`config.mk`:
```
export PLATFORM = sky130hd
export DESIGN_NAME = min_queue_drainer
export DESIGN_NICKNAME = d
export VERILOG_FILES = /design/src/rtl/min_queue_drainer.sv
export SDC_FILE = /design/constraint.sdc
export NUM_CORES = 1
export LEC_CHECK = 0
export CORE_ASPECT_RATIO = 0.75
export CORE_UTILIZATION = 45
export DETAILED_ROUTE_END_ITERATION = 8
export HOLD_SLACK_MARGIN = 0.15
export PLACE_DENSITY_LB_ADDON = 0.08
export RECOVER_POWER = 50
export SETUP_SLACK_MARGIN = 0.2
export SLEW_MARGIN = 5
export SYNTH_ARGS = -nofsm -noshare
export SYNTH_HDL_FRONTEND = slang
export SYNTH_SLANG_ARGS = --single-unit
export TNS_END_PERCENT = 20
```
`constraint.sdc`:
```
create_clock -name clk_i -period 2.1 [get_ports clk_i]
set_input_delay 0.42 -clock clk_i [delete_from_list [all_inputs] [get_ports clk_i]]
set_output_delay 0.42 -clock clk_i [all_outputs]
set_load 0.005 [all_outputs]
```
`src/rtl/min_queue_drainer.sv`:
```
// Pop-side client for the min queue: issues single-cycle pops with a holdoff,
// buffers popped records in a small output FIFO, checks key ordering between
// pushes and supports a drain-to-empty request.
// Ports:
//   clk_i, rst_b_i          clock, synchronous active-high reset
//   enable_i, drain_req_i   continuous drain level / drain-to-empty pulse
//   min_valid_i, min_record_i, q_empty_i, push_seen_i   queue status
//   pop_o                   pop command to the queue (one cycle per pop)
//   out_valid_o, out_record_o, out_ready_i              output FIFO head
//   order_err_o, pop_cnt_o, drain_done_o, busy_o        status
module min_queue_drainer #(
  parameter int unsigned rec_wd      = 48,
  parameter int unsigned key_wd      = 16,
  parameter int unsigned ob_depth    = 4,
  parameter int unsigned ob_ptr_wd   = 2,
  parameter int unsigned holdoff_cyc = 2
) (
  input  logic              clk_i,
  input  logic              rst_b_i,
  input  logic              enable_i,
  input  logic              drain_req_i,
  input  logic              min_valid_i,
  input  logic [rec_wd-1:0] min_record_i,
  input  logic              q_empty_i,
  input  logic              push_seen_i,
  output logic              pop_o,
  output logic              out_valid_o,
  output logic [rec_wd-1:0] out_record_o,
  input  logic              out_ready_i,
  output logic              order_err_o,
  output logic [15:0]       pop_cnt_o,
  output logic              drain_done_o,
  output logic              busy_o
);

  localparam int unsigned cnt_wd  = ob_ptr_wd + 1;
  localparam int unsigned hold_wd = 4;

  localparam logic [1:0] st_idle = 2'd0;
  localparam logic [1:0] st_run  = 2'd1;
  localparam logic [1:0] st_hold = 2'd2;
  localparam logic [1:0] st_done = 2'd3;

  logic [1:0]         state_q, state_d;
  logic               drain_pend_q, drain_pend_d;
  logic [hold_wd-1:0] hold_q, hold_d;
  logic               pop_q, pop_d;
  logic [15:0]        pop_cnt_q, pop_cnt_d;
  logic [key_wd-1:0]  last_key_q, last_key_d;
  logic               ref_ok_q, ref_ok_d;
  logic               order_err_q, order_err_d;
  logic               drain_done_q, drain_done_d;
  logic               busy_q, busy_d;
  logic [ob_ptr_wd-1:0] wr_ptr_q, wr_ptr_d;
  logic [ob_ptr_wd-1:0] rd_ptr_q, rd_ptr_d;
  logic [cnt_wd-1:0]  count_q, count_d;
  logic [rec_wd-1:0]  mem_q [ob_depth];

  logic              do_pop;
  logic              do_read;
  logic [key_wd-1:0] key;

  assign key = min_record_i[rec_wd-1 -: key_wd];

  // Next-state, pop decision, order check and FIFO pointer logic
  always_comb begin
    state_d      = state_q;
    drain_pend_d = drain_pend_q | drain_req_i;
    hold_d       = hold_q;
    pop_d        = 1'b0;
    pop_cnt_d    = pop_cnt_q;
    last_key_d   = last_key_q;
    ref_ok_d     = ref_ok_q & ~push_seen_i;
    order_err_d  = order_err_q;
    do_pop       = 1'b0;
    // Space check uses the registered count only; a same-cycle read gives no credit.
    do_read      = (count_q != '0) & out_ready_i;

    case (state_q)
      st_idle: begin
        if (enable_i | drain_pend_q | drain_req_i) state_d = st_run;
      end
      st_run: begin
        if (min_valid_i && (count_q < cnt_wd'(ob_depth))) begin
          do_pop    = 1'b1;
          pop_d     = 1'b1;
          pop_cnt_d = pop_cnt_q + 16'd1;
          if (ref_ok_q && (key < last_key_q)) order_err_d = 1'b1;
          last_key_d = key;
          // A push in the same cycle still lets this compare run, but the
          // reference is invalidated afterwards.
          ref_ok_d   = ~push_seen_i;
          hold_d     = hold_wd'(holdoff_cyc);
          state_d    = st_hold;
        end else if (drain_pend_q & q_empty_i & ~min_valid_i) begin
          state_d = st_done;
        end else if (~enable_i & ~drain_pend_q & ~drain_req_i) begin
          state_d = st_idle;
        end
      end
      st_hold: begin
        // min_valid is ignored here so the queue can retire the popped entry.
        hold_d = hold_q - hold_wd'(1);
        if (hold_q <= hold_wd'(1)) state_d = st_run;
      end
      st_done: begin
        state_d = enable_i ? st_run : st_idle;
      end
      default: state_d = st_idle;
    endcase

    // Entering DONE consumes the pending drain; a request in the same cycle re-arms it.
    if (state_d == st_done && state_q != st_done) drain_pend_d = drain_req_i;

    drain_done_d = (state_d == st_done);
    busy_d       = (state_d != st_idle);

    wr_ptr_d = wr_ptr_q + ob_ptr_wd'(do_pop);
    rd_ptr_d = rd_ptr_q + ob_ptr_wd'(do_read);
    case ({do_pop, do_read})
      2'b10:   count_d = count_q + cnt_wd'(1);
      2'b01:   count_d = count_q - cnt_wd'(1);
      default: count_d = count_q;
    endcase
  end

  // State and datapath registers
  always_ff @(posedge clk_i) begin
    if (rst_b_i) begin
      state_q      <= st_idle;
      drain_pend_q <= 1'b0;
      hold_q       <= '0;
      pop_q        <= 1'b0;
      pop_cnt_q    <= '0;
      last_key_q   <= '0;
      ref_ok_q     <= 1'b0;
      order_err_q  <= 1'b0;
      drain_done_q <= 1'b0;
      busy_q       <= 1'b0;
      wr_ptr_q     <= '0;
      rd_ptr_q     <= '0;
      count_q      <= '0;
      for (int i = 0; i < int'(ob_depth); i++) mem_q[i] <= '0;
    end else begin
      state_q      <= state_d;
      drain_pend_q <= drain_pend_d;
      hold_q       <= hold_d;
      pop_q        <= pop_d;
      pop_cnt_q    <= pop_cnt_d;
      last_key_q   <= last_key_d;
      ref_ok_q     <= ref_ok_d;
      order_err_q  <= order_err_d;
      drain_done_q <= drain_done_d;
      busy_q       <= busy_d;
      wr_ptr_q     <= wr_ptr_d;
      rd_ptr_q     <= rd_ptr_d;
      count_q      <= count_d;
      if (do_pop) mem_q[wr_ptr_q] <= min_record_i;
    end
  end

  assign pop_o        = pop_q;
  assign out_valid_o  = (count_q != '0);
  assign out_record_o = mem_q[rd_ptr_q];
  assign order_err_o  = order_err_q;
  assign pop_cnt_o    = pop_cnt_q;
  assign drain_done_o = drain_done_q;
  assign busy_o       = busy_q;

endmodule

```
# After elaboration in Yosys (flattened, before gate mapping)
# Memory sizes are Yosys's and may differ from the RTL's. A register that Yosys moved wholly into a read port is not among the register bits.
# Cells that the tools add are included.
# totals
mem_bits_rw	192
mem_count	1
word_cells	81
regBits	51
input_bits	56
output_inout_bits	69
# mem_list
memory	depth	width	rd	rd_clocked_by_memory_dff	wr	line_no	source
mem_q	4	48	1	1	4	57	logic [rec_wd-1:0] mem_q [ob_depth];
# classes
n_lt_le_gt_ge	3
n_reduce_logical	12
eq_ne	8
n_bitwise	14
addsub	6
n_mux	24
# ops
cell	n
$mux 48	1
$reduce_or 48->1	1
$add 16x1->16 const B	1
$lt 16x16->1	1
$mux 2	7
$mux 1	12
$eq 2x2->1 const B	4
$pmux 2 s4	1
$pmux 4 s2	1
$and 1x1->1	6
$pmux 3 s2	1
$reduce_bool 2->1	3
$not 1->1	5
$add 2x1->2	2
$eq 2x1->1 const B	2
$le 4x1->1 const B	1
$mux 4	1
$ne 2x2->1 const B	2
$reduce_and 2->1	2
$sub 4x1->4 const B	1
$add 3x1->3 const B	1
$logic_and 1x1->1	3
$lt 3x3->1 const B	1
$or 1x1->1	3
other kinds (4)	4

# Depth between registers and ports, before layout
# depth
word_depth	10
ltp_mapped	10
mapped_depth_nobuf	9

# Worst setup path after synthesis
# No wires, ideal clock.
# synth_timing
kind	register to register
start	register state_q[1]
end	memory mem_q[3][0], enable pin
n_path_buf	2
required_time_ns	1.713
path_stages_with_launch	7
synth_period_minus_slack_ns	2.269
arrival_ns	1.882
slack_ns	-0.169
setup_ns	0.387
path_cell_list	dfxtp_1 -> inv_2 -> nand4_4 -> inv_2 -> buf_4 -> clkbuf_1 -> a31o_2
# synth_rtl
item	line_no	source
from (decl)	44	logic [1:0] state_q, state_d;
from (signal assigned)	130	state_q <= st_idle;
from (signal assigned)	145	state_q <= state_d;
to (decl)	57	

==> impl_results.md <==
- Final Slew Violations: 0
- Detail Route Antenna Nets: 0
- Top_reg_cell synth: edfxtp_1
- Worst-case clock buffer depth: 3
- Number of synthesis warnings: 0
- Final worst slack: -0.218 ns
- DR pass1 iterations: 5
- Post-Syn Area: 0.0107 mm²
- Tot Pwr: 12.3 mW
- Floorplan row count: 48
- CP startpoint kind: flip-flop
- Vias/cell: 5.24
- WP data required: 1.68 ns
- Hold buffer count at CTS: 0
- Status: complete, but fails checks
- Total vias in the final route: 6597
- Core region area: 0.0232 mm²
- Die Y: 136 µm
- Residual DRC count: 0
- Clock transition at path regs: 0.06 ns
- Root Driver: clkbuf_16
- Synth top area share: 0.539
- Final min period: 2.32 ns
- Hold WC Path Type: input pin to flip-flop
- Critical path peak fanout: 8
- Reg-to-Reg End: mem_q[2][22]
- Final RePlAce weighted congestion: 0.757
- Number of DRC markers in iteration 0: 409
- H-tree depth: 1
- Hold Path Cell Cnt: 2
- Synth top area cells: edfxtp_1 (54%), and2_1 (11%), mux4_2 (10%)
- Fin nets: 1019
- Seq/Total Area, Yosys: 0.634
- Max-Cap Viols: 0
- Wirelength, routed: 23.6 mm
- P_leak: 5.01 nW
- Clk_lat worst skew: 0.51 ns
- Syn Inst Count: 763
- Mean post-synth cell area: 14.0 µm²
- DIE WIDTH: 180 µm
- Worst Hold Slack: 0.292 ns
- CP endpoint kind: output pin
- Synth area leader: edfxtp_1
- Starting density of the core: 0.462
- Grt ovf: 0
- Failing checks: setup timing
- Critical Path AT: 1.90 ns
- Final Hold Fails: 0
- Post-synth EDFFs: 192
- Post-synth ARST share: 0
- Count of cell types in the netlist: 44
- Final setup violation count: 48
- Post-place setup slack: -0.200 ns
- Worst Hold End: wr_ptr_q[0]
- HP Start: rst_b_i
- Fill cells: 1904
- Routed length per instance: 18.7 µm
- Largest net degree at the start of global routing: 46
- RSZ-0062 raised after global routing: yes
- Most common cell after layout, fill and taps aside: edfxtp_1
- # IOs: 125
- TritonCTS clock tree: done
- Finished Layout Cells: 1260
- Worst-case vdd ir drop: 0.545 mV
- Synth Register Bits: 243
- Register-to-Register Path Depth: 6
- Synthesis-to-finish area growth: 26.1%
- Number of clock sinks: 243
- Post-Syn Nets: 841
- Slew headroom: 0.673
- Share of post-route cells with drive strength above 1: 0.235
- Worst-Margin Slew: 0.490 ns
- Die area: 0.0244 mm²
- Util after Layout: 0.582
- Max Freq: 0.431 GHz
- Num CTS Buffers: 25
- Port bufs: 124
- Worst setup path class: flip-flop to output pin
- Initial antenna violation count: 1
- Clock Skew: 0.00743 ns
- Reg2Reg Launch Point: state_q[1]
- FF-to-FF setup slack: 0.06 ns
- Post-DP HPWL: 15.0 mm
- First-pass GRT wire length: 37.4 mm
- Tcrit/Tclk final: 1.10
- Most frequent cells in the layout: edfxtp_1 (192), and2_1 (166), clkdlybuf4s50_1 (73)
- Vias in the first global route: 6892
- DP Cell Count: 1204
- Total GRT Usage: 0.198
- Pwr Density: 909 mW/mm²
[repair_timing]
item	CTS	global route
endpoints found under the setup margin	52	81
cloned	3	0
buffers inserted	7	0
gates resized for setup	186	19
[through the flow]
step / setup TNS [ns] / area, µm²
detailed placement: -37.78 / 12900
CTS: -9.12 / 13600
floorplan: 0 / 10800
finish: -7.54 / 13500
global route: -17.15 / 13500
global placement: -35.10 / 12900
[registers in the layout, indices dropped and copies added (netlist names), 2 cells and up]
register and count:
mem_q 192, last_key_q 16, pop_cnt_o 16, hold_q 4
count_q 3, rd_ptr_q 2, state_q 2, wr_ptr_q 2
[critical path, cell delays in order (launching register included)]
cell,delay (ns)
dfxtp_4,0.38
buf_12,0.13
buf_12,0.11
buf_16,0.13
mux4_2,0.49
buf_2,0.14
[layout make-up]
cell class	count	area, µm²	area share
clock inverter	4	20.0	0.00148
clock buffer	41	747	0.0553
antenna	1	2.50	0.000185
timing repair buffer	192	1780	0.132
inverter	31	116	0.00862
multi-input combinational	448	3660	0.271
tap	300	375	0.0278
sequential	243	6810	0.504
[where the power goes]
part           internal (mW)  leakage [nW]  total (mW)  switching [mW]
registers               5.47          2.41        5.59           0.114
logic                   1.41          2.22        2.49            1.08
clock network           2.42         0.378        4.19            1.77
total                   9.30          5.01        12.3            2.97
[kinds of logic (layout without fill, tap and decap cells)]
family,count (synthesis),count (layout),share of synthesized area
mux,50,50,0.103
flops,243,243,0.634
other cells,0,1,0
simple gates,306,306,0.167
fa+ha+maj,22,22,0.0264
xor+xnor,16,16,0.0131
buf+inv,72,268,0.0271
compound gates,54,54,0.0298
[metal layers]
| metal | GRT usage | part of all wire | up-vias | wire length (µm) |
|---|---|---|---|---|
| met1 | 0.270 | 0.45 | 3287 | 10600 |
| met2 | 0.334 | 0.48 | 184 | 11300 |
| met4 | 0.0389 | 0.017 | 0 | 389 |
| met3 | 0.0355 | 0.056 | 34 | 1320 |
| met5 | 0 | 0 | - | 0 |
| li1 | - | - | 3092 | - |
[cell usage after synthesis (2+ instances only)]
library cell    n
a211oi_1        3
a21o_1          2
a21oi_1        30
a311oi_1        2
a31o_2          2
and2_1        195
buf_1           5
buf_2          13
clkbuf_1       22
dfxtp_1        51
edfxtp_1      192
ha_1           21
inv_1          29
inv_2           2
mux2i_1         2
mux4_2         48
nand2_1        43
nand3_1         5
nand4_1         4
nand4_4         2
nor2_1         30
nor2b_1         3
nor3_1          5
nor4_1          2
nor4_2          2
nor4b_2         2
o21ai_0         8
o31a_1          2
or2_2           4
or3_1           4
xnor2_1         9
xor2_1          7
[how the worst max path moves through the flow]
stage / from / end / cells after the start
after floorplan: min_valid_i / count_q[2] / 9
after global placement: min_valid_i / mem_q[1][18] / 6
after detailed placement: out_ready_i / count_q[2] / 8
after CTS: rd_ptr_q[0] / out_record_o[7] / 4
after global routing: rd_ptr_q[0] / out_record_o[26] / 5
final: rd_ptr_q[0] / out_record_o[23] / 5
Power figures use the tool's default switching activity.
